## config.mk

```make
export PLATFORM = sky130hd
export DESIGN_NAME = axis_frame_len_adjust
export DESIGN_NICKNAME = d
export VERILOG_FILES = /design/src/rtl/axis_frame_len_adjust.sv
export SDC_FILE = /design/constraint.sdc
export NUM_CORES = 1
export LEC_CHECK = 0
export BUFFER_PORTS_ARGS = -buffer_cell sky130_fd_sc_hd__buf_2
export CORE_AREA = 2 2 171 89
export DETAILED_ROUTE_END_ITERATION = 8
export DIE_AREA = 0 0 173 91
export PLACE_DENSITY = 0.86
export SETUP_SLACK_MARGIN = 0.3
export SYNTH_ARGS = -nofsm -noshare
export SYNTH_HDL_FRONTEND = slang
export SYNTH_SLANG_ARGS = --single-unit
```

## constraint.sdc

```tcl
create_clock -name clk -period 5.3 [get_ports clk]
set_input_delay 0.53 -clock clk [delete_from_list [all_inputs] [get_ports clk]]
set_output_delay 0.53 -clock clk [all_outputs]
set_load 0.03 [all_outputs]
```

## src/rtl/axis_frame_len_adjust.sv

```systemverilog
// Byte-wide AXI-Stream frame length normaliser.
// Short frames are zero-padded up to a minimum length. Long frames are cut at a
// maximum length and the rest of the input frame is dropped. One status record is
// produced per input frame.
module axis_frame_len_adjust #(
    parameter int unsigned DATA_WIDTH = 8,
    parameter int unsigned USER_WIDTH = 1,
    parameter int unsigned LEN_WIDTH  = 16
) (
    input  logic                  clk,
    input  logic                  rst_n,
    input  logic [DATA_WIDTH-1:0] s_axis_tdata,
    input  logic                  s_axis_tvalid,
    output logic                  s_axis_tready,
    input  logic                  s_axis_tlast,
    input  logic [USER_WIDTH-1:0] s_axis_tuser,
    output logic [DATA_WIDTH-1:0] m_axis_tdata,
    output logic                  m_axis_tvalid,
    input  logic                  m_axis_tready,
    output logic                  m_axis_tlast,
    output logic [USER_WIDTH-1:0] m_axis_tuser,
    input  logic [LEN_WIDTH-1:0]  length_min,
    input  logic [LEN_WIDTH-1:0]  length_max,
    output logic                  status_valid,
    output logic                  status_frame_pad,
    output logic                  status_frame_truncate,
    output logic [LEN_WIDTH-1:0]  status_frame_length,
    output logic [LEN_WIDTH-1:0]  status_orig_length
);

    // StIdle and StXfer behave identically; StIdle only marks "fresh out of reset".
    typedef enum logic [1:0] {StIdle, StXfer, StPad, StDrop} state_e;

    state_e                state_q, state_d;
    logic                  run_q;
    logic [LEN_WIDTH-1:0]  in_cnt_q, in_cnt_d;
    logic [LEN_WIDTH-1:0]  out_cnt_q, out_cnt_d;
    logic [LEN_WIDTH-1:0]  min_q, min_d;
    logic [LEN_WIDTH-1:0]  max_q, max_d;
    logic [USER_WIDTH-1:0] pad_user_q, pad_user_d;

    logic [DATA_WIDTH-1:0] m_tdata_q, m_tdata_d;
    logic                  m_tvalid_q, m_tvalid_d;
    logic                  m_tlast_q, m_tlast_d;
    logic [USER_WIDTH-1:0] m_tuser_q, m_tuser_d;

    logic                  st_valid_q, st_valid_d;
    logic                  st_pad_q, st_pad_d;
    logic                  st_trunc_q, st_trunc_d;
    logic [LEN_WIDTH-1:0]  st_len_q, st_len_d;
    logic [LEN_WIDTH-1:0]  st_orig_q, st_orig_d;

    logic                  load;
    logic                  first;
    logic                  accept;
    logic [LEN_WIDTH-1:0]  eff_min;
    logic [LEN_WIDTH-1:0]  cur_min;
    logic [LEN_WIDTH-1:0]  cur_max;
    logic [LEN_WIDTH-1:0]  in_n;
    logic [LEN_WIDTH-1:0]  out_n;

    function automatic logic [LEN_WIDTH-1:0] sat_inc(input logic [LEN_WIDTH-1:0] v);
        return (&v) ? v : v + LEN_WIDTH'(1);
    endfunction

    // Handshake, config selection and saturating beat counts.
    always_comb begin
        load    = m_axis_tready || !m_tvalid_q;
        first   = ((state_q == StIdle) || (state_q == StXfer)) && (in_cnt_q == '0);
        eff_min = ((length_max != '0) && (length_min > length_max)) ? length_max : length_min;
        // Config is taken live on the first beat and from the latch afterwards.
        cur_min = first ? eff_min : min_q;
        cur_max = first ? length_max : max_q;
        in_n    = sat_inc(in_cnt_q);
        out_n   = sat_inc(out_cnt_q);
        // run_q keeps tready low in reset and until the first edge after release.
        unique case (state_q)
            StIdle, StXfer: s_axis_tready = run_q && load;
            StPad:          s_axis_tready = 1'b0;
            StDrop:         s_axis_tready = run_q;
            default:        s_axis_tready = 1'b0;
        endcase
        accept = s_axis_tvalid && s_axis_tready;
    end

    // Next-state, output register and status record.
    always_comb begin
        state_d    = state_q;
        in_cnt_d   = in_cnt_q;
        out_cnt_d  = out_cnt_q;
        min_d      = min_q;
        max_d      = max_q;
        pad_user_d = pad_user_q;
        m_tdata_d  = m_tdata_q;
        m_tvalid_d = m_tvalid_q;
        m_tlast_d  = m_tlast_q;
        m_tuser_d  = m_tuser_q;
        st_valid_d = 1'b0;
        st_pad_d   = st_pad_q;
        st_trunc_d = st_trunc_q;
        st_len_d   = st_len_q;
        st_orig_d  = st_orig_q;

        // Output register drains when loadable; a new beat below refills it.
        if (load) begin
            m_tvalid_d = 1'b0;
        end

        unique case (state_q)
            StIdle, StXfer: begin
                if (accept) begin
                    state_d    = StXfer;
                    min_d      = cur_min;
                    max_d      = cur_max;
                    in_cnt_d   = in_n;
                    out_cnt_d  = out_n;
                    m_tdata_d  = s_axis_tdata;
                    m_tuser_d  = s_axis_tuser;
                    m_tvalid_d = 1'b1;
                    m_tlast_d  = 1'b0;
                    if (s_axis_tlast) begin
                        if (in_n >= cur_min) begin
                            m_tlast_d  = 1'b1;
                            st_valid_d = 1'b1;
                            st_pad_d   = 1'b0;
                            st_trunc_d = 1'b0;
                            st_len_d   = out_n;
                            st_orig_d  = in_n;
                            in_cnt_d   = '0;
                            out_cnt_d  = '0;
                        end else begin
                            pad_user_d = s_axis_tuser;
                            state_d    = StPad;
                        end
                    end else if ((cur_max != '0) && (in_n == cur_max)) begin
                        m_tlast_d = 1'b1;
                        state_d   = StDrop;
                    end
                end
            end
            StPad: begin
                if (load) begin
                    m_tdata_d  = '0;
                    m_tuser_d  = pad_user_q;
                    m_tvalid_d = 1'b1;
                    m_tlast_d  = 1'b0;
                    out_cnt_d  = out_n;
                    if (out_n >= min_q) begin
                        m_tlast_d  = 1'b1;
                        st_valid_d = 1'b1;
                        st_pad_d   = 1'b1;
                        st_trunc_d = 1'b0;
                        st_len_d   = out_n;
                        st_orig_d  = in_cnt_q;
                        in_cnt_d   = '0;
                        out_cnt_d  = '0;
                        state_d    = StXfer;
                    end
                end
            end
            StDrop: begin
                if (accept) begin
                    in_cnt_d = in_n;
                    if (s_axis_tlast) begin
                        st_valid_d = 1'b1;
                        st_pad_d   = 1'b0;
                        st_trunc_d = 1'b1;
                        st_len_d   = out_cnt_q;
                        st_orig_d  = in_n;
                        in_cnt_d   = '0;
                        out_cnt_d  = '0;
                        state_d    = StXfer;
                    end
                end
            end
            default: state_d = StIdle;
        endcase
    end

    // State, counters, output and status registers.
    always_ff @(posedge clk or negedge rst_n) begin
        if (!rst_n) begin
            state_q    <= StIdle;
            run_q      <= 1'b0;
            in_cnt_q   <= '0;
            out_cnt_q  <= '0;
            min_q      <= '0;
            max_q      <= '0;
            pad_user_q <= '0;
            m_tdata_q  <= '0;
            m_tvalid_q <= 1'b0;
            m_tlast_q  <= 1'b0;
            m_tuser_q  <= '0;
            st_valid_q <= 1'b0;
            st_pad_q   <= 1'b0;
            st_trunc_q <= 1'b0;
            st_len_q   <= '0;
            st_orig_q  <= '0;
        end else begin
            state_q    <= state_d;
            run_q      <= 1'b1;
            in_cnt_q   <= in_cnt_d;
            out_cnt_q  <= out_cnt_d;
            min_q      <= min_d;
            max_q      <= max_d;
            pad_user_q <= pad_user_d;
            m_tdata_q  <= m_tdata_d;
            m_tvalid_q <= m_tvalid_d;
            m_tlast_q  <= m_tlast_d;
            m_tuser_q  <= m_tuser_d;
            st_valid_q <= st_valid_d;
            st_pad_q   <= st_pad_d;
            st_trunc_q <= st_trunc_d;
            st_len_q   <= st_len_d;
            st_orig_q  <= st_orig_d;
        end
    end

    assign m_axis_tdata          = m_tdata_q;
    assign m_axis_tvalid         = m_tvalid_q;
    assign m_axis_tlast          = m_tlast_q;
    assign m_axis_tuser          = m_tuser_q;
    assign status_valid          = st_valid_q;
    assign status_frame_pad      = st_pad_q;
    assign status_frame_truncate = st_trunc_q;
    assign status_frame_length   = st_len_q;
    assign status_orig_length    = st_orig_q;

endmodule

```

# Yosys cells after proc, flatten, opt, wreduce, memory -nomap -nowiden
# Index checks and enable logic that the tools add are counted.
dict set report classes {
  reduce_logical 23
  magnitude_cmp 3
  eq_ne 11
  mux 83
  bitwise 1
  addsub 2
}
# op count
set op_table {}
lappend op_table {{16-bit 2-to-1 mux} 33}
lappend op_table {{16-bit case mux with 3 select lines} 4}
lappend op_table {{16-bit by 1-bit adder with 16-bit output (second input constant)} 2}
lappend op_table {{16-bit >= comparator} 2}
lappend op_table {{16-bit AND reduction} 2}
lappend op_table {{16-bit nonzero test} 2}
lappend op_table {{1-bit 2-to-1 mux} 27}
lappend op_table {{16-bit == test} 1}
lappend op_table {{16-bit > comparator} 1}
lappend op_table {{16-bit logical NOT} 1}
lappend op_table {{2-bit 2-to-1 mux} 8}
lappend op_table {{8-bit 2-to-1 mux} 2}
lappend op_table {{8-bit case mux with 2 select lines} 1}
lappend op_table {{2-bit inequality test (second input constant)} 7}
lappend op_table {{1-bit case mux with 3 select lines} 4}
lappend op_table {{4-bit AND reduction} 3}
lappend op_table {{7-bit AND reduction} 1}
lappend op_table {{1-bit case mux with 2 select lines} 3}
lappend op_table {{2-bit case mux with 3 select lines} 1}
lappend op_table {{1-bit logical AND} 5}
lappend op_table {{5-bit AND reduction} 1}
lappend op_table {{2-bit == test (second input constant)} 2}
lappend op_table {{3-bit AND reduction} 1}
lappend op_table {{2-bit by 1-bit == test with 1-bit output (second input constant)} 1}
lappend op_table {{other kinds (7)} 8}
dict set report totals {
  ff_bits 114
  wordCells 139
}

# Longest topological paths before layout
# Gate-level depths: netlist of the first run.
dict set report depth {
  word_depth 10
  mapped_depth 24
  mapped_depth_nobuf 21
}

# Least setup slack after synthesis of the first run
# Ideal clock, no wire load.
dict set report synth_timing {
  kind {in2reg}
  startpoint {input length_max[9]}
  endpoint {register st_len_q[5], in the netlist status_frame_length[5]}
  required_ns 5.172
  slack_ns 0.151
  n_path_buf 3
  t_arrival_ns 5.021
  stages 24
  cell_sequence {inv_1 -> ha_1 -> a21o_1 -> a21o_1 -> a21o_1 -> a21o_1 -> a211o_1 -> a221o_1 -> and2_1 -> clkbuf_1 -> clkbuf_1 -> nand2_1 -> a31oi_1 -> ha_1 -> nand2b_1 -> a21o_1 -> a21o_1 -> a2111oi_0 -> o41a_1 -> o21ai_0 -> a21oi_2 -> nor3_1 -> buf_2 -> mux2_1}
}
dict set report synth_via {
  elab_chain_cells 7
}
# element line
set synth_rtl {}
lappend synth_rtl {{from (decl)} 23} ;# input logic [LEN_WIDTH-1:0] length_max,
lappend synth_rtl {{16-bit > comparator or 16-bit nonzero test (tied branches)} 70} ;# eff_min = ((length_max != '0) && (length_min > length_max)) ? length_max : length_min;
lappend synth_rtl {{1-bit logical AND *} 70}
lappend synth_rtl {{16-bit 2-to-1 mux *} 70}
lappend synth_rtl {{16-bit 2-to-1 mux *} 72} ;# cur_min = first ? eff_min : min_q;
lappend synth_rtl {{named net cur_min[0]} 57} ;# logic [LEN_WIDTH-1:0] cur_min;
lappend synth_rtl {{16-bit >= comparator *} 122} ;# if (in_n >= cur_min) begin
lappend synth_rtl {{2-bit inequality test (no line) *} -}
lappend synth_rtl {{7-bit AND reduction (no line) *} -}
lappend synth_rtl {{to (signal assigned)} 214} ;# st_len_q <= st_len_d;
lappend synth_rtl {{to (decl)} 50} ;# logic [LEN_WIDTH-1:0] st_len_q, st_len_d;
# The timed path passes the listed nets; every way through them passes the cells marked *.
# A chain may end at the register's enable or synchronous reset.

# Worst setup path after layout of the first run
dict set report layout_timing {
  startpoint {input length_max[9]}
  endpoint {register st_len_q[4], in the netlist status_frame_length[4]}
}
# Same word-level chain as after synthesis.

==> impl_results.md, run 1 <==
* Max Buffers Root-to-Sink at 2
* Fillers at 1,205
* Reg2reg path depth at 19
* GR Util met2 at 39.7%
* Grt total ovfl at 0
* Clock-pin slew of the registers on the worst-case setup and hold paths at 60 ps
* Synthesized area at 7700 um^2
* Max_cap viols at 0
* Area Growth Syn to Fin at 18.5%
* Avg Cell Area, Syn at 8.80 um^2
* Diode count at 0
* Later-pin clock latency in the skew report at 420 ps
* CTS tree: built
* Worst Setup SP: length_max[9]
* Total CTS buffers at 17
* Clock Sinks at 114
* Most common cell after layout, fill and taps aside: nand2_1
* Crit path max fanout at 19
* Worst Setup End Kind: flop
* Nets at 1,069
* Hold Fails Final Rpt at 0
* Final RePlAce weighted congestion at 0.944
* Cells after synthesis at 875
* Leak Pwr at 4.60 nW
* # port buffers at 92
* Vias in the first global route at 6,676
* Die width at 173 um
* Most used DFF post-synth: dfrtp_1
* Via count at 7,168
* Worst Skew at roughly 8.5 ps
* Fmax at 0.203 GHz
* Critical Path RT at between 5000 and 6000 ps
* Pre-antenna DRT Iters at 9
* Die Area at 15,700 um^2
* Starting Density at 54.2%
* Unique masters post-synth at 70
* Most frequent cells in the layout: nand2_1 (140), dfrtp_1 (113), buf_2 (91)
* Startpoint type of the worst setup path: primary input
* PwrDens at 532 nW/um^2
* 1st-iter DRT viols at 817
* Grt peak-use layer: met1
* #FFs+latches synth at around 110
* Wire per inst at 19.4 um
* Reg-to-reg startpoint: out_cnt_q[5]
* Period utilization at 92.8%
* Met1 usage at 44.6%
* Share of flip-flops with an asynchronous set or reset at 100%
* Failing checks: DRC
* Via density at 6.06
* Number of synthesized flops with an enable pin at 0
* Worst-margin pin slew at 788 ps
* CP Data Arrival Time at 5230 ps
* CP Class: primary input to flop
* Final HPWL DP at around 17,000 um
* Tot GR Track Use at between 20 and 30%
* Top Ports at 93
* Outcome: complete, but fails checks
* Max-slew violations at 0
* Wirelength, routed at 23,000 um
* Antenna violations before repair at 0
* Fin Setup TNS at 0 ps
* Core Box Area at 14,200 um^2
* Tmin final at between 4000 and 5000 ps
* RSZ-0062 raised after global routing: true
* Total Power at 4.85 mW
* CP Capture Point: status_frame_length[4]
* R2R Setup Slk at 590 ps
* # setup viols final at 0
* Worst Hold Class: primary input to asynchronous set/reset pin
* Seq/Total Area, Yosys at between 30% and 40%
* Yosys Warn Count at 0
* Syn_nets at 972
* First-pass GRT wire length at roughly 36,000 um
* Final ANT Viol Nets at 0
* M3 GR Usage at between 10% and 20%
* CTS hold repair buffers at 0
* VDD IR max at slightly above 0.0003 V
* Max_slew headroom at 47.5%
* # DRC at 1
* DIE HEIGHT at 91 um
* H-tree Lvls at 4
* Fraction of layout cells with a size suffix above 1 at between 20% and 30%
* Largest net degree at the start of global routing at 61
* Clock root buffer master: clkbuf_16
* FF-to-FF End: status_frame_length[4]
* Rows at 31
[flip-flops by register name (all words and copies together), names as in the netlist, 2 cells and up]
register             count
m_axis_tdata             8
state_q                  2
status_orig_length      16
status_frame_length     16
min_q                   16
max_q                   16
in_cnt_q                16
out_cnt_q               16
[cells in the mapped netlist (5+ instances only)]
library cell / n / area (um^2)
xor2_1: 17 / 149
nand2b_1: 6 / 37.5
mux2i_1: 16 / 160
nand4_1: 13 / 81.3
clkbuf_1: 29 / 109
o31ai_1: 6 / 45.0
xnor2_1: 25 / 219
inv_1: 54 / 203
dfrtp_1: 114 / 2850
a21o_1: 20 / 150
a22o_1: 5 / 43.8
or2_2: 5 / 31.3
nor2_1: 74 / 278
nor3_1: 14 / 70.1
a31oi_1: 19 / 119
nand3_1: 21 / 105
a31o_2: 16 / 140
a21oi_1: 16 / 80.1
mux2_2: 47 / 529
nand2_1: 142 / 533
o22ai_1: 8 / 50.1
o21a_1: 6 / 45.0
o21ai_0: 52 / 260
ha_1: 51 / 638
nor4_1: 17 / 106
buf_2: 12 / 60.1
[logic make-up (layout without fill, tap and decap cells)]
group,count (synthesis),count (layout),synth area share (%)
simple gates,322,322,19.6
compound gates,178,178,15.6
flops,114,114,37.1
buf+inv,103,213,5.53
mux,64,64,9.10
fa+ha+maj,51,51,8.29
xor+xnor,42,42,4.78
other cells,1,1,0.0487
[stage by stage]
stage          area, um^2  worst slack [ps]  hold slack, ps  std cells  util (%)
5_1_grt              9120               225             267       1183      64.2
3_3_place_gp         8390               259             467       1139      59.1
2_1_floorplan        7720               306             234        875         -
4_1_cts              8950               449             226       1171      63.1
3_5_place_dp         8390              48.2             484       1139      59.1
6_report             9120               380             192       1183      64.2
[metal layers]
metal / share of wire [%] / vias to the layer above / wire [um]
li1: - / 3280 / -
met3: 14 / 35 / 3270
met5: 0 / - / 0
met1: 45 / 3416 / 10400
met4: 1.2 / 0 / 272
met2: 39 / 437 / 9030
[power breakdown]
group	total, mW	switching [mW]	internal [mW]
Combinational	2.39	1.40	0.991
Sequential	1.36	0.231	1.13
Clock	1.10	0.453	0.646
Total	4.85	2.09	2.76
[layout make-up]
cell class	count	area (um^2)	share of cell area [%]
timing repair buffer	127	781	8.56
multi-input combinational	658	4470	49.0
clock inverter	15	138	1.51
sequential	114	2850	31.3
inverter	54	203	2.22
tap	198	248	2.72
clock buffer	17	425	4.66
[repair_timing]
item                                    4_1_cts  5_1_grt
buffers inserted                              0        9
endpoints found under the setup margin        0       55
resized for setup                             0       12
[critical path, cell delays in order]
cell and delay (ps):
buf_2 120, inv_1 110, ha_4 210, a21o_1 160
a21o_1 180, a21o_1 170, a21o_1 180, a211o_1 290
a221o_1 350, and2_4 160, nand2_1 80, a31oi_1 90
ha_1 330, nand2b_1 120, a21o_1 130, a21o_1 160
a2111oi_2 70, o41a_1 460, o21ai_2 210, a21oi_2 120
nor3_4 270, buf_4 180, clkbuf_16 180, mux2_2 350
[how the worst min path moves through the flow]
| stage | startpoint | endpoint | slack [ps] | cells after the start |
|---|---|---|---|---|
| final | rst_n | min_q[0] | 190 | 1 |
| after global routing | rst_n | min_q[0] | 270 | 1 |
| after CTS | rst_n | min_q[0] | 230 | 1 |
| after detailed placement | m_axis_tdata[4] | m_axis_tdata[4] | 480 | 2 |
| after global placement | status_frame_length[5] | status_frame_length[5] | 470 | 1 |
| after floorplan | rst_n | in_cnt_q[0] | 230 | 0 |
(Power assumes the default switching activity.)
==> run 2, diff against run 1 <==
Settings changed: PLACE_DENSITY 0.86 to 0.75.
Clock period 5.3 ns to 5 ns, I/O delays scaled along.
==> run 2 against run 1 <==
- the flow now finishes without violations
- clock-buffer cell count increased by 6
- sequential share of layout area fell by 0.17 points
- sequential power up 7%
- sequential cell count is the same
- clock skew increased by 2.7 ps
- first-iteration DRC count rose by 6.6%
- critical endpoint is now status_frame_length[8]
- largest power group unchanged
==> impl_results.md, run 2 (synthesis gave the netlist of run 1 again) <==
* Outcome: finished, final reports clean (was complete, but fails checks)
* Later-pin clock latency in the skew report at 430 ps (was 420 ps)
* Worst-margin pin slew at 1200 ps (was 788 ps)
* Clock Sinks at 114 (unchanged)
* Via density at 6.01 (was 6.06)
* PwrDens at 566 nW/um^2 (was 532 nW/um^2)
* First-pass GRT wire length at 36,300 um (was 36,200 um)
* Most common cell after layout, fill and taps aside: nand2_1 (unchanged)
* Max_cap viols at 0 (unchanged)
* Grt total ovfl at 0 (unchanged)
* Top Ports at 93 (unchanged)
* Post-route cell area at 9180 um^2 (was 9120 um^2)
* Nets at 1,065 (was 1,069)
* Fin Setup TNS at 0 ps (unchanged)
* Fmax at approximately 0.22 GHz
* Max-slew violations at 0 (unchanged)
* # port buffers at 92 (unchanged)
* Final HPWL DP at 16,700 um (was 16,800 um)
* Core Box Area at 14,200 um^2 (unchanged)
* Met3 WL at 3370 um (was 3270 um)
* Final ANT Viol Nets at 0 (unchanged)
* Most frequent cells in the layout: nand2_1 (137), dfrtp_1 (111), buf_2 (91) (was nand2_1 (140), dfrtp_1 (113), buf_2 (91))
* Via count at 7,087 (was 7,168)
* DIE HEIGHT at 91 um (unchanged)
* Fillers at 1,174 (was 1,205)
* Total Power at 5.20 mW (was 4.85 mW)
* Crit-path cells: buf_2, inv_1, ha_4, a21o_1, a21o_1, a21o_1, a21o_1, a211o_1, a221o_1, nand2_2, buf_6, buf_4, nand2_1, a31o_2, ha_1, a2111oi_2, o41a_1, o21ai_2, a21oi_4, nor3_4, buf_6, clkbuf_16, mux2_2 (was buf_2, inv_1, ha_4, a21o_1, a21o_1, a21o_1, a21o_1, a211o_1, a221o_1, and2_4, nand2_1, a31oi_1, ha_1, nand2b_1, a21o_1, a21o_1, a2111oi_2, o41a_1, o21ai_2, a21oi_2, nor3_4, buf_4, clkbuf_16, mux2_2)
* 1st-iter DRT viols at 871 (was 817)
* RSZ-0062 raised after global routing: false (was true)
* Area Growth Syn to Fin at 19.2% (was 18.5%)
* Pre-antenna DRT Iters at 6 (was 9)
* Final RePlAce weighted congestion at 0.950 (was 0.944)
* Largest delay share family, worst path: compound AO/OA/AOI/OAI gates (unchanged)
* Setup WS pre-CTS at 54.3 ps (was 48.2 ps)
* Tot GR Track Use at 29.8% (was 29.3%)
* Worst Setup End Kind: flop (unchanged)
* M1 WL at 11,000 um (was 10,400 um)
* CP Data Arrival Time at 4880 ps (was 5230 ps)
* Max_slew headroom at 18.9% (was 47.5%)
* Antenna violations before repair at 0 (unchanged)
* Crit path max fanout at 7 (was 19)
* Met2 routed WL at 8760 um (was 9030 um)
* Max Buffers Root-to-Sink at 2 (unchanged)
* Starting Density at 54.2% (unchanged)
* Clock root buffer master: clkbuf_16 (unchanged)
* Clock-pin slew of the registers on the worst-case setup and hold paths at 50 ps (was 60 ps)
* Largest net degree at the start of global routing at 76 (was 61)
* Diode count at 0 (unchanged)
* Hold Fails Final Rpt at 0 (unchanged)
* CTS tree: built (unchanged)
* # setup viols final at 0 (unchanged)
* # DRC at 0 (was 1)
* H-tree Lvls at 4 (unchanged)
* CP bufs+invs at 6 (was 4)
* Final setup margin at 421 ps (was 380 ps)
* Crit-path most repeated cell: a21o_1 (unchanged)
* Leak Pwr at 4.60 nW (about the same)
* Startpoint type of the worst setup path: primary input (unchanged)
* Vias in the first global route at 6,460 (was 6,676)
* CTS hold repair buffers at 0 (unchanged)
* Slowest stage delay, CP at 350 ps (was 460 ps)
* Util after Layout at 64.6% (was 64.2%)
* Period utilization at 91.6%
* Placed cell areas at 8380 um^2 (was 8390 um^2)
* Worst Hold Class: primary input to asynchronous set/reset pin (unchanged)
* CP Class: primary input to flop (unchanged)
* Die width at 173 um (unchanged)
* Die Area at 15,700 um^2 (unchanged)
* Tmin final at about 4600 ps
* Worst path slowest cell: a221o_1 (was o41a_1)
* Rows at 31 (unchanged)
* VDD IR max at 0.000378 V (was 0.000304 V)
* Critical Path RT at 5300 ps (was 5610 ps)
* Wire per inst at 19.8 um (was 19.4 um)
* Fraction of layout cells with a size suffix above 1 at 26.2% (was 25.4%)
* Wirelength, routed at 23,400 um (was 23,000 um)
* Worst Skew at 11.2 ps (was 8.48 ps)
* Top routing layer in use: met4 (unchanged)
* Total CTS buffers at 17 (unchanged)
## run 2: cell types whose count changed in the layout (fill, tap and decap cells not counted), sizes merged
cell	before	now
inv	56	54
clkinv	6	4
clkbuf	19	25
buf	125	121
clkinvlp	6	4
## run 2: stage by stage
step	cells	hold slack (ps)
6_report	1179	243
5_1_grt	1179	273
4_1_cts	1168	259
3_5_place_dp	1136	479
3_3_place_gp	1136	485
2_1_floorplan	875	204
## run 2: timing repair
item / in CTS / in global routing
gates resized for setup: 0 / 23
setup buffers: 0 / 7
setup endpoints to repair: 0 / 70
## run 2: path summary, 6_finish.rpt
path	to	cells after the start	from	slack, ps
hold reg to reg	m_axis_tdata[4]	2	m_axis_tdata[4]	500
hold / removal	max_q[4]	1	rst_n	240
setup / recovery	status_frame_length[8]	23	length_max[9]	420
setup reg to reg	status_frame_length[8]	19	out_cnt_q[1]	470
max in group asynchronous	m_axis_tdata[2]	2	rst_n	3640
min in group clk	m_axis_tdata[1]	3	s_axis_tdata[1]	270
## run 2: cell type report
type	count	area [um^2]	share of cell area [%]
inverter	54	203	2.21
tap	198	248	2.70
multi-input combinational	658	4540	49.5
clock inverter	9	80.1	0.873
sequential	114	2860	31.1
clock buffer	23	488	5.32
timing repair buffer	123	762	8.30
## run 2: metal layers
metal / global-route usage (%) / vias to the layer above
li1: - / 3271
met1: 47.5 / 3341
met2: 38.2 / 443
met3: 9.34 / 32
met4: 6.07 / 0
met5: 0 / -
## run 2: where the power goes
part	total [mW]	switching [mW]	internal, mW	leakage [nW]
clock	1.17	0.441	0.731	0.271
combinational	2.58	1.53	1.05	2.86
sequential	1.45	0.252	1.19	1.47
total	5.20	2.22	2.98	4.60
